### config.mk
export PLATFORM = sky130hd
export DESIGN_NAME = multi_debouncer_flat
export DESIGN_NICKNAME = d
export VERILOG_FILES = /design/src/rtl/multi_debouncer_if.sv /design/src/rtl/multi_debouncer.sv /design/src/flat_wrapper.sv
export SDC_FILE = /design/constraint.sdc
export NUM_CORES = 1
export LEC_CHECK = 0
export CORE_UTILIZATION = 45
export CTS_BUF_LIST = sky130_fd_sc_hd__clkbuf_16
export CTS_CLUSTER_SIZE = 20
export DETAILED_ROUTE_END_ITERATION = 16
export GPL_ROUTABILITY_DRIVEN = 0
export HOLD_SLACK_MARGIN = 0.15
export PLACE_DENSITY = 0.68
export SLEW_MARGIN = 30
export SYNTH_ARGS = -nofsm -noshare
export SYNTH_HDL_FRONTEND = slang
export SYNTH_SLANG_ARGS = --single-unit
### constraint.sdc
create_clock -name clk_from_divider -period 3.3 [get_ports clk_from_divider]
set_clock_uncertainty 0.05 [all_clocks]
set_input_delay 0.33 -clock clk_from_divider [delete_from_list [all_inputs] [get_ports clk_from_divider]]
set_output_delay 0.33 -clock clk_from_divider [all_outputs]
set_load 0.005 [all_outputs]
### src/rtl/multi_debouncer_if.sv
// Button/debounce bus for multi_debouncer: raw button levels in, debounced
// levels and one-tick event pulses out.
interface multi_debouncer_if #(
    parameter int CHANNELS = 4
);
    logic [CHANNELS-1:0] button;
    logic [CHANNELS-1:0] out_state;
    logic [CHANNELS-1:0] press_pulse;
    logic [CHANNELS-1:0] release_pulse;
    logic [CHANNELS-1:0] long_press;

    modport master (
        output button,
        input  out_state,
        input  press_pulse,
        input  release_pulse,
        input  long_press
    );

    modport slave (
        input  button,
        output out_state,
        output press_pulse,
        output release_pulse,
        output long_press
    );
endinterface

### src/rtl/multi_debouncer.sv
// Multi-channel push-button debouncer: 2-flop sync, symmetric integrator, press/release pulses.
// Optional long-press detection when MULTI_DEBOUNCER_LONG_PRESS_EN is defined.
module multi_debouncer #(
    parameter int CHANNELS   = 4,
    parameter int SAMPLES    = 9,
    parameter int ACTIVE_LOW = 1,
    parameter int LONG_TICKS = 500
) (
    input  logic                  clk_from_divider,
    input  logic                  rst_n,
    multi_debouncer_if.slave      bus
);

    localparam int CW = $clog2(SAMPLES + 1);

    generate
        if (SAMPLES < 2 || CHANNELS < 1 || LONG_TICKS <= SAMPLES) begin : g_bad_cfg
            $fatal(1, "multi_debouncer: illegal SAMPLES/CHANNELS/LONG_TICKS combination");
        end
    endgenerate

    logic [CHANNELS-1:0] lvl;
    logic [CHANNELS-1:0] sync1_q, sync1_d;
    logic [CHANNELS-1:0] sync2_q, sync2_d;
    logic [CHANNELS-1:0] out_state_q, out_state_d;
    logic [CHANNELS-1:0] press_pulse_q, press_pulse_d;
    logic [CHANNELS-1:0] release_pulse_q, release_pulse_d;
    logic [CHANNELS-1:0] flip;
    logic [CW-1:0]       cnt_q [CHANNELS];
    logic [CW-1:0]       cnt_d [CHANNELS];

    always_comb begin
        lvl     = (ACTIVE_LOW != 0) ? ~bus.button : bus.button;
        sync1_d = lvl;
        sync2_d = sync1_q;
    end

    // Any sample agreeing with the debounced level restarts the count.
    always_comb begin
        flip = '0;
        for (int unsigned i = 0; i < CHANNELS; i++) begin
            cnt_d[i] = '0;
            if (sync2_q[i] != out_state_q[i]) begin
                if (cnt_q[i] == CW'(SAMPLES - 1)) begin
                    flip[i] = 1'b1;
                end else begin
                    cnt_d[i] = cnt_q[i] + 1'b1;
                end
            end
        end
        out_state_d     = out_state_q ^ flip;
        press_pulse_d   = flip & ~out_state_q;
        release_pulse_d = flip & out_state_q;
    end

    always_ff @(posedge clk_from_divider or negedge rst_n) begin
        if (!rst_n) begin
            sync1_q         <= '0;
            sync2_q         <= '0;
            out_state_q     <= '0;
            press_pulse_q   <= '0;
            release_pulse_q <= '0;
            for (int unsigned i = 0; i < CHANNELS; i++) begin
                cnt_q[i] <= '0;
            end
        end else begin
            sync1_q         <= sync1_d;
            sync2_q         <= sync2_d;
            out_state_q     <= out_state_d;
            press_pulse_q   <= press_pulse_d;
            release_pulse_q <= release_pulse_d;
            for (int unsigned i = 0; i < CHANNELS; i++) begin
                cnt_q[i] <= cnt_d[i];
            end
        end
    end

    assign bus.out_state     = out_state_q;
    assign bus.press_pulse   = press_pulse_q;
    assign bus.release_pulse = release_pulse_q;

`ifdef MULTI_DEBOUNCER_LONG_PRESS_EN
    localparam logic [15:0] LONG_LIM = 16'(LONG_TICKS);

    logic [15:0]         hold_q [CHANNELS];
    logic [15:0]         hold_d [CHANNELS];
    logic [CHANNELS-1:0] fired_q, fired_d;
    logic [CHANNELS-1:0] long_press_q, long_press_d;

    // Hold counter saturates at LONG_LIM; the fired flag blocks repeats until release.
    always_comb begin
        fired_d      = '0;
        long_press_d = '0;
        for (int unsigned i = 0; i < CHANNELS; i++) begin
            hold_d[i] = '0;
            if (out_state_q[i]) begin
                hold_d[i]       = (hold_q[i] == LONG_LIM) ? hold_q[i] : hold_q[i] + 16'd1;
                long_press_d[i] = (hold_q[i] == LONG_LIM - 16'd1) && !fired_q[i];
                fired_d[i]      = fired_q[i] | long_press_d[i];
            end
        end
    end

    always_ff @(posedge clk_from_divider or negedge rst_n) begin
        if (!rst_n) begin
            fired_q      <= '0;
            long_press_q <= '0;
            for (int unsigned i = 0; i < CHANNELS; i++) begin
                hold_q[i] <= '0;
            end
        end else begin
            fired_q      <= fired_d;
            long_press_q <= long_press_d;
            for (int unsigned i = 0; i < CHANNELS; i++) begin
                hold_q[i] <= hold_d[i];
            end
        end
    end

    assign bus.long_press = long_press_q;
`else
    assign bus.long_press = '0;
`endif

    a_pulse_exclusive: assert property (
        @(posedge clk_from_divider) disable iff (!rst_n)
        (press_pulse_q & release_pulse_q) == '0
    );

endmodule

### src/flat_wrapper.sv
// flat-port wrapper written by rule: the top's interface ports become plain ports
module multi_debouncer_flat 
#(
    parameter int CHANNELS   = 4,
    parameter int SAMPLES    = 9,
    parameter int ACTIVE_LOW = 1,
    parameter int LONG_TICKS = 500
)
  (clk_from_divider, rst_n, bus_button, bus_out_state, bus_press_pulse, bus_release_pulse, bus_long_press);
  multi_debouncer_if #(.CHANNELS(CHANNELS)) bus_i ();
  input  logic clk_from_divider;
  input  logic rst_n;
  input wire logic [$bits(bus_i.button)-1:0] bus_button;
  output wire logic [$bits(bus_i.out_state)-1:0] bus_out_state;
  output wire logic [$bits(bus_i.press_pulse)-1:0] bus_press_pulse;
  output wire logic [$bits(bus_i.release_pulse)-1:0] bus_release_pulse;
  output wire logic [$bits(bus_i.long_press)-1:0] bus_long_press;
  assign bus_i.button = bus_button;
  assign bus_out_state = bus_i.out_state;
  assign bus_press_pulse = bus_i.press_pulse;
  assign bus_release_pulse = bus_i.release_pulse;
  assign bus_long_press = bus_i.long_press;
  multi_debouncer #(.CHANNELS(CHANNELS), .SAMPLES(SAMPLES), .ACTIVE_LOW(ACTIVE_LOW), .LONG_TICKS(LONG_TICKS)) u_core (.clk_from_divider(clk_from_divider), .rst_n(rst_n), .bus(bus_i));
endmodule
# After elaboration in Yosys (flattened, before gate mapping)
# Index checks and enable logic that the tools add are counted.
[totals]
inputBits = 6
regBits = 36
[op_classes]
bitwise = 5
n_mux = 16
n_eq_ne = 8
n_addsub = 4
[op_table]
columns = ["op", "n"]
rows = [
  ["two-way mux 4 bit", 8],
  ["adder 4 x 1 -> 4 bit, second input constant", 4],
  ["equality test 4 bit, second input constant", 4],
  ["bitwise AND 4 bit", 2],
  ["two-way mux 1 bit", 8],
  ["inverter 4 bit", 2],
  ["inequality test 1 bit", 4],
  ["bitwise XOR 4 bit", 1],
]

# Depth between registers and ports, before layout
# Gate-level depths: netlist of run 1.
[logic_depth]
ltp_word = 4
depth_mapped = 5
depth_no_buf = 5

# Worst setup path before layout of run 1
# Ideal clock, no wire load.
[synth_path]
kind = "register to register"
start = "register u_core.cnt_q[8] in the netlist's numbering"
end = "register with a tool-made name"
setup_slack_ps = 1966
path_buffers = 0
required_time_ps = 3125
period_less_slack_ps = 1334
stages_incl_launch_ff = 6
t_arrival_ps = 1159
setup_time_ps = 125
path_cell_list = "dfrtp_1 -> inv_1 -> ha_1 -> nand2_1 -> nor2_1 -> mux2_2"
[synth_lines]
columns = ["item", "line", "source"]
rows = [
  ["start, declared", "multi_debouncer.sv:29", "logic [CW-1:0] cnt_q [CHANNELS];"],
  ["start signal, assigned by index", "multi_debouncer.sv:73", "cnt_q[i] <= cnt_d[i];"],
]

==> results of run 1 <==
==> logic make-up after synthesis <==
kind of cell,Yosys count,share of synthesized area
flops,36,0.593
xor+xnor,4,0.0230
buf+inv,20,0.0593
compound gates,12,0.0395
other cells,1,0.00247
mux,6,0.0428
simple gates,43,0.174
fa+ha+maj,8,0.0658
==> cell type report <==
cell class              count  area (um2)
fillers                   272        1260
clock buffers               5         125
well taps                  44        55.1
multi-input cells          77         541
inverters                  16        60.1
clock inverters             3        11.3
flip-flops and latches     36         901
repair buffers             18         178
==> path summary, 6_finish.rpt <==
| kind | slack [ps] | to |
|---|---|---|
| max | 1700 | bus_out_state[0] |
| min | 290 | u_core.sync2_q[0]$_DFF_PN0_ |
| max reg2reg | 1850 | flip-flop |
| min reg2reg | 290 | u_core.sync2_q[0]$_DFF_PN0_ |
| max in group asynchronous | 2480 | async pin |
| min in group asynchronous | 410 | u_core.sync1_q[2]$_DFF_PN0_ |
==> layer usage <==
layer / global-route usage / vias up / routed length (um)
met5: 0 / - / 0
met1: 0.161 / 475 / 888
met3: 0.0519 / 5 / 74
met4: 0.0897 / 0 / 51
li1: - / 472 / -
met2: 0.294 / 16 / 1280
==> stage by stage <==
stage | utilization | area, um2 | hold WS, ps | instances
2_1_floorplan | - | 1530 | -15.6 | 133
3_3_place_gp | 0.554 | 1730 | 283 | 191
3_5_place_dp | 0.554 | 1730 | 285 | 191
4_1_cts | 0.598 | 1870 | 293 | 199
5_1_grt | 0.598 | 1870 | 298 | 199
6_report | 0.598 | 1870 | 293 | 199
==> cells in the final DEF, fill, tap and decap left out <==
cell type        count
dfrtp_1             36
mux2_2               4
and2b_2              1
nor4_1               1
xnor2_1              4
clkinv_1             1
nor3_1               5
nor2b_1              3
nand3b_1             5
clkdlybuf4s50_1     17
buf_4                1
conb_1               4
nor3b_1              6
nand2_1              9
inv_1               18
nor4b_1              2
nor2_1               6
nor4_2               3
ha_1                 8
clkbuf_16            5
mux2i_1              2
nand2b_1             2
a21oi_1             12
==> where the power goes <==
part / leakage, nW / switching (mW) / internal, mW
Clock: 0.0738 / 0.153 / 0.270
Sequential: 0.474 / 0.0340 / 0.477
Combinational: 0.310 / 0.0684 / 0.0616
==> qor.csv, run 1 <==
metric,value,unit
outcome,"finished, final reports clean",
number of antenna diodes,0,
endpoints failing setup,0,
synth top area cells,"dfrtp_1 59%, ha_1 6.6%, a21oi_1 4.0%",
Core ar.,3130,um2
DRT Pass-1 Iters,4,
final net count,168,
Worst path max stage delay,530,ps
DIE HEIGHT,60.1,um
PortBufs,17,
critical path class,reg2out,
clock-pin slew of the registers on the worst-case setup and hold paths,50,ps
maximum vdd ir drop,328,uV
arrival time worst endpoint,1220,ps
crit share post-route,0.486,
total wire length,2.30,mm
Hold Path Depth,0,
path depth of the worst reg2reg path,5,
Power Dens Cells,569,nW/um2
distinct cell type count after synthesis,20,
initial antenna violation count,0,
Sum Neg Setup Slack,0,ps
Main synth FF type,dfrtp_1,
Syn Area/Cell,11.7,um2
worst min-delay path class,reg2reg,
Initial Util,0.486,
TritonCTS Sinks,36,
Area Growth Syn to Fin,23.0,%
Initial DRC Count,14,
vias post-DR,968,
DP Wirelength,1.66,mm
gr ovfl total,0,
crit end category,primary output,
wire per inst,11.6,um
row count,20,
Overall Global Routing Usage,0.162,
Leakage,0.858,nW
synth cell count leaders,"36 x dfrtp_1, 16 x inv_1, 12 x a21oi_1, 9 x nand2_1, 8 x ha_1",
CTS Hold Bufs,0,
max frequency,624,MHz
vias per cell,4.86,
Reg-to-Reg Start,u_core.cnt_q[8]$_DFF_PN0_,
Place WS,1850,ps
RSZ-0062 raised after global routing,false,
Post-synth EDFFs,0,
sequential element share of the synthesized area,0.593,
hold_sp,u_core.sync1_q[0]$_DFF_PN0_,
cell taking the most area after synthesis,dfrtp_1,
total CTS buffers,5,
most common cell in the synthesized netlist,dfrtp_1,
chip width,60.1,um
die area,3610,um2
Yosys warnings,0,
post-CTS resize count,0,
CTS Root Buffer Type,clkbuf_16,
largest net degree at the start of global routing,37,
Post-synth ARST share,1.00,
number of max-cap violations,0,
H-tree Lvls,2,
DRC Markers,0,
critical path's slowest cell,clkdlybuf4s50_1,
first-pass GRT wire length,4.12,mm
clock latency on the worst-skew pair,270,ps
fin crit period,1600,ps
synthesized flop and latch total,36,
Post-Syn Instances,130,
post-CTS setup buffers,0,
final hold violation count,0,
critical path launch point type,flip-flop,
vias in the first global route,1019,
Post-Syn Area,1520,um2
Max clock buf depth,2,
critical path depth,1,
crit path cell chain,clkdlybuf4s50_1,
num ports,22,
worst-path maximum fanout,5,
CTS tree,done,
fin worst setup slack,1700,ps
share of cells above drive strength 1,0.0903,
WP data required,2920,ps
worst path bufs/invs,1,
CP top delay family,buffers and inverters,
Synth top area share,0.593,
Detail Route Antenna Nets,0,
Total Power,1.06,mW
"Slew Viols, Final",0,
(Power assumes the default switching activity.)
==> run 2: changes to the inputs <==
==> constraint.sdc (replaced) <==
create_clock -name clk_from_divider -period 1.6 [get_ports clk_from_divider]
set_clock_uncertainty 0.05 [all_clocks]
set_input_delay 0.16 -clock clk_from_divider [delete_from_list [all_inputs] [get_ports clk_from_divider]]
set_output_delay 0.16 -clock clk_from_divider [all_outputs]
set_load 0.005 [all_outputs]
==> run 2 against run 1 <==
Effect of this change:
- worst hold slack worse by 43 ps
- largest power group is now the clock network
- clock power is 150% higher
- register-to-register slack got worse by 1700 ps
- wire length is 2.0% lower
- setup slack lost 1500 ps
- critical path depth up 4
- combinational power is 110% higher
- critical path type is now reg2reg
- cell count did not move
- sequential cell count did not move
- core utilization grew 0.88 points
- non-clock buffer count is the same
- via count down 2.2%
- highest routed layer unchanged
==> qor.csv, run 2 (same netlist as run 1, synthesis figures left out) <==
metric,value,unit,change
Detail Route Antenna Nets,0,,unchanged
crit path cell chain,"inv_1, ha_1, nand2_1, nor2_1, mux2_2",,
share of cells above drive strength 1,0.103,,+0.0129
fin crit period,1430,ps,
arrival time worst endpoint,1540,ps,+320 ps
CP top delay family,flip-flops,,
Place WS,164,ps,-1690 ps
Sum Neg Setup Slack,0,ps,unchanged
Power Dens Cells,1260,nW/um2,+120%
gr ovfl total,0,,unchanged
Initial DRC Count,25,,+11
largest net degree at the start of global routing,37,,unchanged
r2r setup slk,170,ps,-1680 ps
CTS Root Buffer Type,clkbuf_16,,
Register Area,901,um2,unchanged
Filler Cell Count,251,,-7.7%
CTS tree,done,,
share of power burned in registers,0.441,,-0.039
vias in the first global route,959,,-5.9%
fin worst setup slack,168,ps,-1530 ps
DRT Pass-1 Iters,4,,unchanged
Initial Util,0.486,,unchanged
number of max-cap violations,0,,unchanged
final net count,168,,unchanged
Worst path max stage delay,400,ps,-130 ps
critical path class,reg2reg,,
post-CTS resize count,0,,unchanged
CTS Hold Bufs,0,,unchanged
Clk pwr share,0.445,,+0.047
post-CTS setup buffers,0,,unchanged
vias per cell,4.76,,-2.2%
crit share post-route,0.895,,
worst-path maximum fanout,4,,-1
placed instance area,1730,um2,unchanged
Overall Global Routing Usage,0.165,,+0.00291
RSZ-0062 raised after global routing,false,,
Sw Share,0.230,,-0.0104
DIE HEIGHT,60.1,um,unchanged
critical path startpoint,u_core.cnt_q[8]$_DFF_PN0_,,
Switch Pwr,0.547,mW,+110%
clock latency on the worst-skew pair,270,ps,about the same
endpoints failing setup,0,,unchanged
Leakage,0.869,nW,+1.3%
maximum vdd ir drop,727,uV,+120%
worst path bufs/invs,1,,unchanged
DRC Markers,0,,unchanged
TritonCTS Sinks,36,,unchanged
total CTS buffers,5,,unchanged
total wire length,2.25,mm,-2.0%
final hold violation count,0,,unchanged
placed cells,191,,unchanged
Core ar.,3130,um2,unchanged
max frequency,698,MHz,
WP data required,1710,ps,-1210 ps
crit end category,flip-flop,,
clock-pin slew of the registers on the worst-case setup and hold paths,50,ps,about the same
most frequent cells in the layout,"36 x dfrtp_1, 17 x inv_1, 17 x clkdlybuf4s50_1",,
Reg-to-Reg Start,u_core.cnt_q[8]$_DFF_PN0_,,
Area Growth Syn to Fin,24.9,%,
internal power,1.84,mW,+130%
Final Cell Area,1900,um2,+1.5%
first-pass GRT wire length,4.11,mm,-0.34%
Logic pwr share,0.114,,-0.008
area of the multi-input gates,541,um2,unchanged
vias post-DR,947,,-2.2%
row count,20,,unchanged
"most common cell after layout, fill and taps aside",dfrtp_1,,
path depth of the worst reg2reg path,5,,unchanged
outcome,"finished, final reports clean",,
critical path launch point type,flip-flop,,
Non-Filler Instances,199,,unchanged
DP Wirelength,1.56,mm,-6.1%
critical path's slowest cell,dfrtp_1,,
H-tree Lvls,2,,unchanged
num ports,22,,unchanged
initial antenna violation count,0,,unchanged
Max clock buf depth,2,,unchanged
die area,3610,um2,unchanged
chip width,60.1,um,unchanged
worst min-delay path class,in2async,,
number of antenna diodes,0,,unchanged
"Slew Viols, Final",0,,unchanged
PortBufs,17,,unchanged
wire per inst,11.3,um,-2.0%
## run 2: worst max-delay path by stage
| stage | to | slack, ps | cells after the start |
|---|---|---|---|
| finish | flip-flop | 170 | 5 |
| global route | flip-flop | 60 | 5 |
| CTS | flip-flop | 160 | 5 |
| detailed placement | flip-flop | 160 | 5 |
| global placement | flip-flop | 220 | 5 |
| floorplan | flip-flop | 270 | 5 |
## run 2: stage by stage
stage                     hold WS [ps]  utilization  power [mW]
final                              250        0.607        2.38
after global routing               290        0.607        2.52
after CTS                          267        0.607        2.43
after detailed placement           286        0.554        1.34
after global placement             282        0.554        1.32
after floorplan                   -186            -        1.25
## run 2: metal layers
metal / wire length, um / part of all wire / vias up / global-route usage
li1: - / - / 470 / -
met1: 968 / 0.43 / 456 / 0.182
met2: 1130 / 0.50 / 15 / 0.261
met3: 87 / 0.039 / 6 / 0.0714
met4: 70 / 0.031 / 0 / 0.0997
met5: 0 / 0 / - / 0
## run 2: power by group through the flow
stage / clock [mW] / sequential [mW] / combinational (mW)
after CTS: 1.10 / 1.05 / 0.278
after global routing: 1.14 / 1.06 / 0.321
after detailed placement: 0 / 1.07 / 0.276
after global placement: 0 / 1.06 / 0.260
after floorplan: 0 / 1.05 / 0.195
final: 1.06 / 1.05 / 0.273
## run 2: final cells by class
type	count	area share
repair buffers	18	0.0936
inverters	16	0.0316
clock buffers	5	0.0659
multi-input cells	77	0.285
clock inverters	3	0.0204
flip-flops and latches	36	0.475
well taps	44	0.0290
==> run 3: changes to the inputs <==
--- a/config.mk
+++ b/config.mk
@@ -5,6 +5,7 @@
 export SDC_FILE = /design/constraint.sdc
 export NUM_CORES = 1
 export LEC_CHECK = 0
+export CORE_MARGIN = 2
 export CORE_UTILIZATION = 45
 export CTS_BUF_LIST = sky130_fd_sc_hd__clkbuf_16
 export CTS_CLUSTER_SIZE = 20
@@ -12,6 +13,7 @@
 export GPL_ROUTABILITY_DRIVEN = 0
 export HOLD_SLACK_MARGIN = 0.15
 export PLACE_DENSITY = 0.68
+export SKIP_LAST_GASP = 1
 export SLEW_MARGIN = 30
 export SYNTH_ARGS = -nofsm -noshare
 export SYNTH_HDL_FRONTEND = slang
==> constraint.sdc (replaced) <==
create_clock -name clk_from_divider -period 1.6 [get_ports clk_from_divider]
set_clock_uncertainty 0.05 [all_clocks]
set_input_delay 0.24 -clock clk_from_divider [delete_from_list [all_inputs] [get_ports clk_from_divider]]
set_output_delay 0.24 -clock clk_from_divider [all_outputs]
set_load 0.005 [all_outputs]
==> run 3 against run 2 <==
Effect of this change:
- combinational power about the same
- setup slack got worse by 61 ps
- sequential share of layout area rose by 0.41 points
- cell area decreased by 0.86%
- non-clock buffer count is the same
- fmax fell by 4.1%
- cell count rose by 0.50%
- highest routed layer unchanged
- first-iteration DRC count rose by 20%
- via count shrank 0.53%
- sequential power hardly changed
==> qor.csv, run 3 (same netlist as run 1, synthesis figures left out) <==
metric,value,unit,change
vias post-DR,942,,-0.53%
initial antenna violation count,0,,unchanged
worst-path maximum fanout,5,,+1
CTS tree,done,,
fin worst setup slack,107,ps,-61.2 ps
most frequent cells in the layout,"36 x dfrtp_1, 17 x clkdlybuf4s50_1, 16 x inv_1",,
number of max-cap violations,0,,unchanged
worst path bufs/invs,1,,unchanged
"Slew Viols, Final",0,,unchanged
critical path class,reg2out,,
row count,21,,+5.0%
post-CTS setup buffers,0,,unchanged
endpoints failing setup,0,,unchanged
crit share post-route,0.933,,+0.0383
Total Power,2.19,mW,-8.0%
worst min-delay path class,in2async,,
Max clock buf depth,2,,unchanged
CTS Root Buffer Type,clkbuf_16,,
max frequency,670,MHz,-4.1%
Detail Route Antenna Nets,0,,unchanged
total CTS buffers,5,,unchanged
Initial DRC Count,30,,+20%
WP data required,1310,ps,-400 ps
arrival time worst endpoint,1200,ps,-340 ps
chip width,62.1,um,+3.3%
Leakage,0.853,nW,-1.8%
placed instance area,1750,um2,+0.87%
die area,3860,um2,+6.8%
vias in the first global route,991,,+3.3%
DRT Pass-1 Iters,4,,unchanged
Initial Util,0.463,,-0.0231
first-pass GRT wire length,4.33,mm,+5.4%
CTS Hold Bufs,0,,unchanged
H-tree Lvls,2,,unchanged
Place WS,169,ps,+4.59 ps
post-CTS resize count,0,,unchanged
Hold WS,290,ps,+40.2 ps
critical path launch point type,flip-flop,,
critical path's slowest cell,clkdlybuf4s50_1,,
crit path cell chain,clkdlybuf4s50_1,,
DRC Markers,0,,unchanged
outcome,"finished, final reports clean",,
share of cells above drive strength 1,0.0909,,-0.0123
crit end category,primary output,,
Power Dens Cells,1170,nW/um2,-7.2%
DP Wirelength,1.68,mm,+7.5%
clock-pin slew of the registers on the worst-case setup and hold paths,50,ps,about the same
Overall Global Routing Usage,0.148,,-0.0167
maximum vdd ir drop,690,uV,-5.1%
CP top delay family,buffers and inverters,,
"most common cell after layout, fill and taps aside",dfrtp_1,,
PortBufs,17,,unchanged
TritonCTS Sinks,36,,unchanged
largest net degree at the start of global routing,37,,unchanged
fin crit period,1490,ps,+61.2 ps
Sum Neg Setup Slack,0,ps,unchanged
final hold violation count,0,,unchanged
wire per inst,11.5,um,+2.0%
total wire length,2.31,mm,+2.5%
clock latency on the worst-skew pair,270,ps,about the same
final net count,168,,unchanged
Area Growth Syn to Fin,23.8,%,
Worst path max stage delay,530,ps,+130 ps
Final Cell Area,1880,um2,-0.86%
num ports,22,,unchanged
number of antenna diodes,0,,unchanged
vias per cell,4.71,,-1.0%
DIE HEIGHT,62.1,um,+3.3%
Filler Cell Count,285,,+14%
RSZ-0062 raised after global routing,false,,
Core ar.,3280,um2,+5.0%
gr ovfl total,0,,unchanged
run 3: worst paths after layout:
check / startpoint / end / slack [ps] / cells past startpoint
min: rst_n / u_core.cnt_q[3]$_DFF_PN0_ / 290 / 2
min in group clk_from_divider: u_core.sync1_q[2]$_DFF_PN0_ / u_core.sync2_q[2]$_DFF_PN0_ / 300 / 0
max: flip-flop / bus_out_state[2] / 110 / 1
max in group asynchronous: rst_n / u_core.bus.press_pulse[3]$_DFF_PN0_ / 1030 / 2
max reg2reg: u_core.cnt_q[8]$_DFF_PN0_ / flip-flop / 160 / 5
min reg2reg: u_core.sync1_q[2]$_DFF_PN0_ / u_core.sync2_q[2]$_DFF_PN0_ / 300 / 0
run 3: metal layers:
layer	track usage	vias to the layer above	wire, um	part of all wire
met5	0	-	0	0
met2	0.258	16	1240	0.53
met1	0.161	457	970	0.42
li1	-	467	-	-
met3	0.0543	2	89	0.039
met4	0.0667	0	13	0.0056
run 3: area by class of cell:
| class | count | area, um2 | share of cell area |
|---|---|---|---|
| clock buffers | 5 | 125 | 0.0665 |
| inverters | 16 | 60.1 | 0.0319 |
| well taps | 46 | 57.6 | 0.0306 |
| flip-flops and latches | 36 | 901 | 0.479 |
| clock inverters | 2 | 7.51 | 0.00399 |
| multi-input cells | 77 | 541 | 0.287 |
| repair buffers | 18 | 190 | 0.101 |
run 3: power by group:
group          total, mW  leakage (nW)  internal (mW)  switching, mW
combinational      0.275         0.315          0.132          0.142
clock              0.869        0.0648          0.555          0.314
sequential          1.05         0.474          0.984         0.0670
total               2.19         0.853           1.67          0.524
run 3: worst register-to-register path: cells and delay by family, from the launching register on:
family                     cells  cell delay, ps
adders and majority gates      1             170
DFF                            1             410
muxes                          1             350
and+or+nand+nor                2             260
buffers and inverters          1              90
run 3: through the flow:
step,instances,util
final,200,0.573
after global routing,200,0.573
after CTS,200,0.573
after detailed placement,193,0.533
after global placement,193,0.533
after floorplan,133,-
